<file path="src/rtl/cache_refill_ctrl.sv">
`default_nettype none
// ============================================================================
// Module      : cache_refill_ctrl
// Description : Bus-side line-fill / write-back engine for a direct-mapped
//               cache. Optionally writes back the dirty victim, then refills
//               the missing line word by word into the cache data RAM.
// Revision    : 1.0 - initial release
// ============================================================================
module cache_refill_ctrl #(
    parameter int ENTRY_NUM    = 16,
    parameter int ENTRYSEL_WID = (ENTRY_NUM == 1) ? 1 : $clog2(ENTRY_NUM),
    parameter int TAG_WID      = 14,
    parameter int LINE_WORDS   = 4,
    parameter int OFFSET_WID   = $clog2(LINE_WORDS),
    parameter int DATA_WID     = 32,
    parameter int AW           = TAG_WID + ENTRYSEL_WID + OFFSET_WID
) (
    input  logic                           clk,
    input  logic                           rst,
    input  logic                           line_miss,
    input  logic                           replace_dirty,
    input  logic [ENTRYSEL_WID-1:0]        entry_replace_sel,
    input  logic [TAG_WID-1:0]             miss_tag,
    input  logic [TAG_WID-1:0]             victim_tag,
    output logic                           line_refill,
    output logic [TAG_WID-1:0]             refill_tag,
    output logic                           writeback_ok,
    output logic                           busy,
    output logic [ENTRYSEL_WID+OFFSET_WID-1:0] cmem_addr,
    output logic                           cmem_we,
    output logic [DATA_WID-1:0]            cmem_wdata,
    input  logic [DATA_WID-1:0]            cmem_rdata,
    output logic                           bus_req,
    output logic                           bus_we,
    output logic [AW-1:0]                  bus_addr,
    output logic [DATA_WID-1:0]            bus_wdata,
    input  logic [DATA_WID-1:0]            bus_rdata,
    input  logic                           bus_ack
);

    localparam logic [2:0] c_IDLE    = 3'd0;
    localparam logic [2:0] c_WB_RD   = 3'd1;
    localparam logic [2:0] c_WB_LD   = 3'd2;
    localparam logic [2:0] c_WB_BUS  = 3'd3;
    localparam logic [2:0] c_WB_DONE = 3'd4;
    localparam logic [2:0] c_RF_BUS  = 3'd5;
    localparam logic [2:0] c_RF_DONE = 3'd6;

    localparam logic [OFFSET_WID-1:0] c_LAST_CNT = OFFSET_WID'(LINE_WORDS - 1);
    localparam logic [OFFSET_WID-1:0] c_CNT_ONE  = OFFSET_WID'(1);

    logic [2:0]              r_state;
    logic [2:0]              w_state_nxt;
    logic [OFFSET_WID-1:0]   r_cnt;
    logic [OFFSET_WID-1:0]   w_cnt_nxt;
    logic [ENTRYSEL_WID-1:0] r_ent;
    logic [TAG_WID-1:0]      r_mtag;
    logic [TAG_WID-1:0]      r_vtag;
    logic [DATA_WID-1:0]     r_wdata;

    always_ff @(posedge clk) begin
        if (rst) begin
            r_state <= c_IDLE;
            r_cnt   <= '0;
            r_ent   <= '0;
            r_mtag  <= '0;
            r_vtag  <= '0;
            r_wdata <= '0;
        end else begin
            r_state <= w_state_nxt;
            r_cnt   <= w_cnt_nxt;
            // Request context is captured only on acceptance; later input changes are ignored.
            if (r_state == c_IDLE && line_miss) begin
                r_ent  <= entry_replace_sel;
                r_mtag <= miss_tag;
                r_vtag <= victim_tag;
            end
            if (r_state == c_WB_LD) begin
                r_wdata <= cmem_rdata;
            end
        end
    end

    always_comb begin
        w_state_nxt  = r_state;
        w_cnt_nxt    = r_cnt;
        line_refill  = 1'b0;
        refill_tag   = '0;
        writeback_ok = 1'b0;
        busy         = (r_state != c_IDLE);
        cmem_addr    = '0;
        cmem_we      = 1'b0;
        cmem_wdata   = '0;
        bus_req      = 1'b0;
        bus_we       = 1'b0;
        bus_addr     = '0;
        bus_wdata    = '0;

        case (r_state)
            c_IDLE: begin
                if (line_miss) begin
                    w_cnt_nxt   = '0;
                    w_state_nxt = replace_dirty ? c_WB_RD : c_RF_BUS;
                end
            end
            c_WB_RD: begin
                cmem_addr   = {r_ent, r_cnt};
                w_state_nxt = c_WB_LD;
            end
            c_WB_LD: begin
                w_state_nxt = c_WB_BUS;
            end
            c_WB_BUS: begin
                bus_req   = 1'b1;
                bus_we    = 1'b1;
                bus_addr  = {r_vtag, r_ent, r_cnt};
                bus_wdata = r_wdata;
                if (bus_ack) begin
                    if (r_cnt == c_LAST_CNT) begin
                        w_cnt_nxt   = '0;
                        w_state_nxt = c_WB_DONE;
                    end else begin
                        w_cnt_nxt   = r_cnt + c_CNT_ONE;
                        w_state_nxt = c_WB_RD;
                    end
                end
            end
            c_WB_DONE: begin
                writeback_ok = 1'b1;
                w_state_nxt  = c_RF_BUS;
            end
            c_RF_BUS: begin
                bus_req  = 1'b1;
                bus_addr = {r_mtag, r_ent, r_cnt};
                // Read data flows straight into the RAM in the ack cycle.
                if (bus_ack) begin
                    cmem_we    = 1'b1;
                    cmem_addr  = {r_ent, r_cnt};
                    cmem_wdata = bus_rdata;
                    w_cnt_nxt  = r_cnt + c_CNT_ONE;
                    if (r_cnt == c_LAST_CNT) begin
                        w_state_nxt = c_RF_DONE;
                    end
                end
            end
            c_RF_DONE: begin
                line_refill = 1'b1;
                refill_tag  = r_mtag;
                w_state_nxt = c_IDLE;
            end
            default: begin
                w_state_nxt = c_IDLE;
            end
        endcase
    end

endmodule
`default_nettype wire

</file>
<file path="config.mk">
export PLATFORM = sky130hd
export DESIGN_NAME = cache_refill_ctrl
export DESIGN_NICKNAME = d
export VERILOG_FILES = /design/src/rtl/cache_refill_ctrl.sv
export SDC_FILE = /design/constraint.sdc
export NUM_CORES = 1
export LEC_CHECK = 0
export CAP_MARGIN = 20
export CORE_MARGIN = 2
export CORE_UTILIZATION = 37
export DETAILED_ROUTE_END_ITERATION = 16
export PLACE_DENSITY = 0.85
export SLEW_MARGIN = 30
export SYNTH_ARGS = -nofsm -noshare
export SYNTH_HDL_FRONTEND = slang
export SYNTH_SLANG_ARGS = --single-unit
</file>
<file path="constraint.sdc">
create_clock -name clk -period 2.62 [get_ports clk]
set_clock_uncertainty 0.2 [all_clocks]
set_input_delay 0.786 -clock clk [delete_from_list [all_inputs] [get_ports clk]]
set_output_delay 0.786 -clock clk [all_outputs]
set_load 0.005 [all_outputs]
</file>
# Yosys cells after proc, flatten, opt, wreduce, memory -nomap -nowiden
# Cells that the tools add are included.
# word_totals
regBits,69
output_inout_bits,110
input_bits,101
# op_classes
eq_ne,11
add_sub_neg,1
muxes,25
reduce_logical,7
# op_table
cell,n
32-bit 2-to-1 mux,3
20-bit one-hot mux with 2 select lines,1
3-bit 2-to-1 mux,6
3-bit one-hot mux with 6 select lines,1
14-bit 2-to-1 mux,1
6-bit one-hot mux with 2 select lines,1
3-bit == test (second input constant),3
2-bit 2-to-1 mux,4
2-bit inequality test (second input constant),4
4-bit AND reduction,2
3-bit by 2-bit == test with 1-bit output (second input constant),2
1-bit 2-to-1 mux,6
6-bit 2-to-1 mux,1
2-bit one-hot mux with 3 select lines,1
3-bit nonzero test,2
3-bit by 1-bit == test with 1-bit output (second input constant),1
3-bit logical NOT,1
2-bit by 1-bit adder with 2-bit output (second input constant),1
2-bit == test (second input constant),1
2-bit OR reduction,1
1-bit logical AND,1

# Logic depth before layout (Yosys ltp)
# logic_depth
word_depth,4
depth_mapped,6
depth_no_buf,4

# Worst setup path before layout
# OpenSTA, ideal clock, no wires.
# synth_path
path_type,in2out
from,in bus_ack
to,out cmem_wdata[22]
arrival_ns,1.522
stages,4
slack_ns,0.112
required_time_ns,1.634
n_path_buf,2
cell_sequence,and4b_1 -> clkbuf_1 -> clkbuf_1 -> and2_1
# synth_between
elab_chain_len,2
# synth_rtl
item,line_no,rtl
from (decl),38,input logic bus_ack
32-bit 2-to-1 mux,136,if (bus_ack) begin
32-bit 2-to-1 mux,99,case (r_state)
to (decl),31,"output logic [DATA_WID-1:0] cmem_wdata,"
# Every way passes these cells.

# Worst setup path in the final report
# layout_path
from,in bus_ack
to,out cmem_wdata[5]
# The elaborated chain is that of the path after synthesis.

==> results.ini <==
[clock_network]
cts.path.max_buffers = 2
clkSinkCount = 69
tritoncts = built
clk_pin_slew_ps = 80
clk_latency_ps = 340
cts_buffers = 9
htree_num_levels = 3
clockRootBuffer = clkbuf_8

[synth]
synth_common_cells = 85 x and2_1, 69 x dfxtp_1, 65 x nand2_1
synth-compound-area-share_pct = 10.16
async_reset_ff_share_pct = 0
synth_area_leaders = dfxtp_1 40%, and2_1 16%, mux2i_1 9.9%
synth_area_leader_cell = dfxtp_1
ys_types = 33
syn_nets = 512
yosys_warnings = 0
synth-seq-area-share_pct = 40.37
synth-xor-area-share_pct = 0.2559
synth_most_common_cell = and2_1
synth_seq_cells = 69
synth_edf_count = 0
synth_top_family_by_area = simple AND/OR/NAND/NOR gates
ys.flop_type = dfxtp_1
synth.area.mux_share_pct = 9.945
yosys.area_share.adder_pct = 0.3656
avgSynthCellArea_um2 = 8.346
netlist_area_mm2 = 0.003422
synthCells = 410
synth.top_cell.area_share_pct = 40.37
synth-simple-area-share_pct = 32.29

[worst_setup_path]
slowest_delay_ps = 250
worstReg2RegEnd = r_cnt[1]
cpLargestDelayFamily = buffers and inverters
startpoint = bus_ack
cp-end-kind = output pin
cp_slowest_cell = bufbuf_16
reg2reg_depth = 8
path_cells = buf_6 -> and4b_2 -> buf_4 -> bufbuf_16 -> and2_1 -> buf_2
critPathMaxFanout = 4
crit_buf_inv = 4
crit_path_start_kind = primary input
rrSetupSlack_ps = 480
worstPathArrival_ps = 1770
crit_type = primary input to output pin
reg2reg_from = r_state[2]
crit_required_ps = 1630

[place]
pre_cts_ws_ps = -714.6
gp_congestion = 0.7771
dpl_cell_area_mm2 = 0.005687
port-buffer-count = 210
hpwl_mm = 8.089

[detailed_routing]
drtIter0Drc = 167
ant_nets = 0
vias_per_cell = 4.991
drt_pass1_iterations = 4
wire_per_inst_um = 16.78
drc = 0
routed_wl_mm = 12.97
num_vias = 3858

[timing]
worst_pin_slew_ps = 640.2
period_minus_slack_ps = 2760
drv_slew = 0
maxSlewHeadroom_pct = 57.32
fmax_ghz = 0.3624
hold_violations = 0
setup_viol = 27
final.period_utilization_pct = 105.3
rsz0062_at_grt = true
setup_slack_ps = -139.6

[status]
outcome = finished, violations left
violations = negative setup slack

[global_routing]
grt_use_total_pct = 23.64
grt_max_degree = 40
antenna_found_initial = 0
grt_remaining_overflow = 0
grt_pass1_wl_mm = 18.71
first_global_vias = 3722

[cells_and_area]
fin_nets = 760
area_growth_pct = 87.61
drive_gt1_share_pct = 29.00
fin_area_mm2 = 0.006420
diodes = 0

[floorplanning]
row_count = 35
die-area_mm2 = 0.01003
die_h_um = 100.2
ios = 211
core-area_mm2 = 0.009109
start_util_pct = 37.57
die_x_um = 100.2

[power_and_ir_drop]
ir_worst_vdd_mv = 0.3852
p_leak_nw = 2.984
powerDensity_mw_per_mm2 = 456.7

[worst_hold_path]
min-delay-start = r_vtag[11]
hold_end = r_vtag[11]
min_path_cells = 2
hold_path_class = flop to flop

[run]
drv_cap = 0

==> cells by family after synthesis <==
kind of cell | Yosys count
buf+inv | 39
flops | 69
xor+xnor | 1
fa+ha+maj | 1
simple gates | 210
compound gates | 56
mux | 34
==> tightest hold or removal path, delay by kind of cell, from the launching register on <==
family	cells	cell delay [ps]
AOI/OAI and AO/OA	1	50
DFF	1	320
and+or+nand+nor	1	50
==> registers in the layout, indices dropped and copies added (netlist names) <==
register	flops
r_cnt	2
r_ent	4
r_mtag	14
r_state	3
r_vtag	14
r_wdata	32
==> power by group <==
group	internal [mW]	total (mW)	switching [mW]
sequential	1.14	1.20	0.0619
combinational	0.458	0.791	0.333
clock	0.530	0.942	0.412
==> worst max path at each step <==
stage | end | slack (ps) | cells after the start
floorplan | cmem_wdata[22] | 110 | 4
global placement | cmem_wdata[9] | -670 | 5
detailed placement | cmem_wdata[5] | -710 | 5
CTS | cmem_wdata[9] | -260 | 6
global route | cmem_wdata[24] | -160 | 7
finish | cmem_wdata[5] | -140 | 6
==> layout make-up <==
cell class | count | area, um2
Clock inverter | 6 | 88.84
Fill cell | 712 | 2689
Inverter | 2 | 7.507
Timing Repair Buffer | 272 | 2691
Sequential cell | 69 | 1393
Tap cell | 111 | 138.9
Multi-Input combinational cell | 304 | 1977
Clock buffer | 9 | 123.9
==> per-layer routing <==
layer / routed length (um) / GRT usage (%)
met1: 4788 / 25.89
met2: 6930 / 43.99
met3: 987 / 6.685
met4: 264 / 7.165
met5: 0 / 0
==> through the flow <==
stage	TNS, ps	util [%]	hold slack (ps)	std cells	power (mW)
2_1_floorplan	0	-	236.6	410	1.540
3_3_place_gp	-25990	62.43	244.3	716	1.836
3_5_place_dp	-27280	62.43	252.8	716	1.858
4_1_cts	-7928	68.93	264.3	760	2.898
5_1_grt	-3715	70.48	282.6	773	3.073
6_report	-2698	70.48	260.6	773	2.932
==> repair_timing <==
item | in CTS | in global routing
cloned | 8 | 3
resized for setup | 302 | 121
setup endpoints to repair | 110 | 82
pin swaps | 28 | 8
hold buffers | 0 | 0
buffers inserted | 22 | 14
==> placed cells by master (no fill, tap or decap), types with 3 or more instances in the layout <==
cell / instances
dlygate4sd2_1: 9
buf_6: 42
a21oi_1: 34
buf_12: 6
buf_16: 4
clkdlybuf4s15_1: 24
and2_1: 56
a22o_1: 14
buf_2: 15
buf_8: 4
dlymetal6s2s_1: 10
and2_4: 29
and3_1: 6
nand2_1: 64
clkbuf_8: 9
clkdlybuf4s50_1: 98
mux2i_1: 34
dfxtp_4: 3
nor2_1: 34
buf_4: 32
dfxtp_1: 66
clkbuf_2: 26
Power figures use the tool's default switching activity.
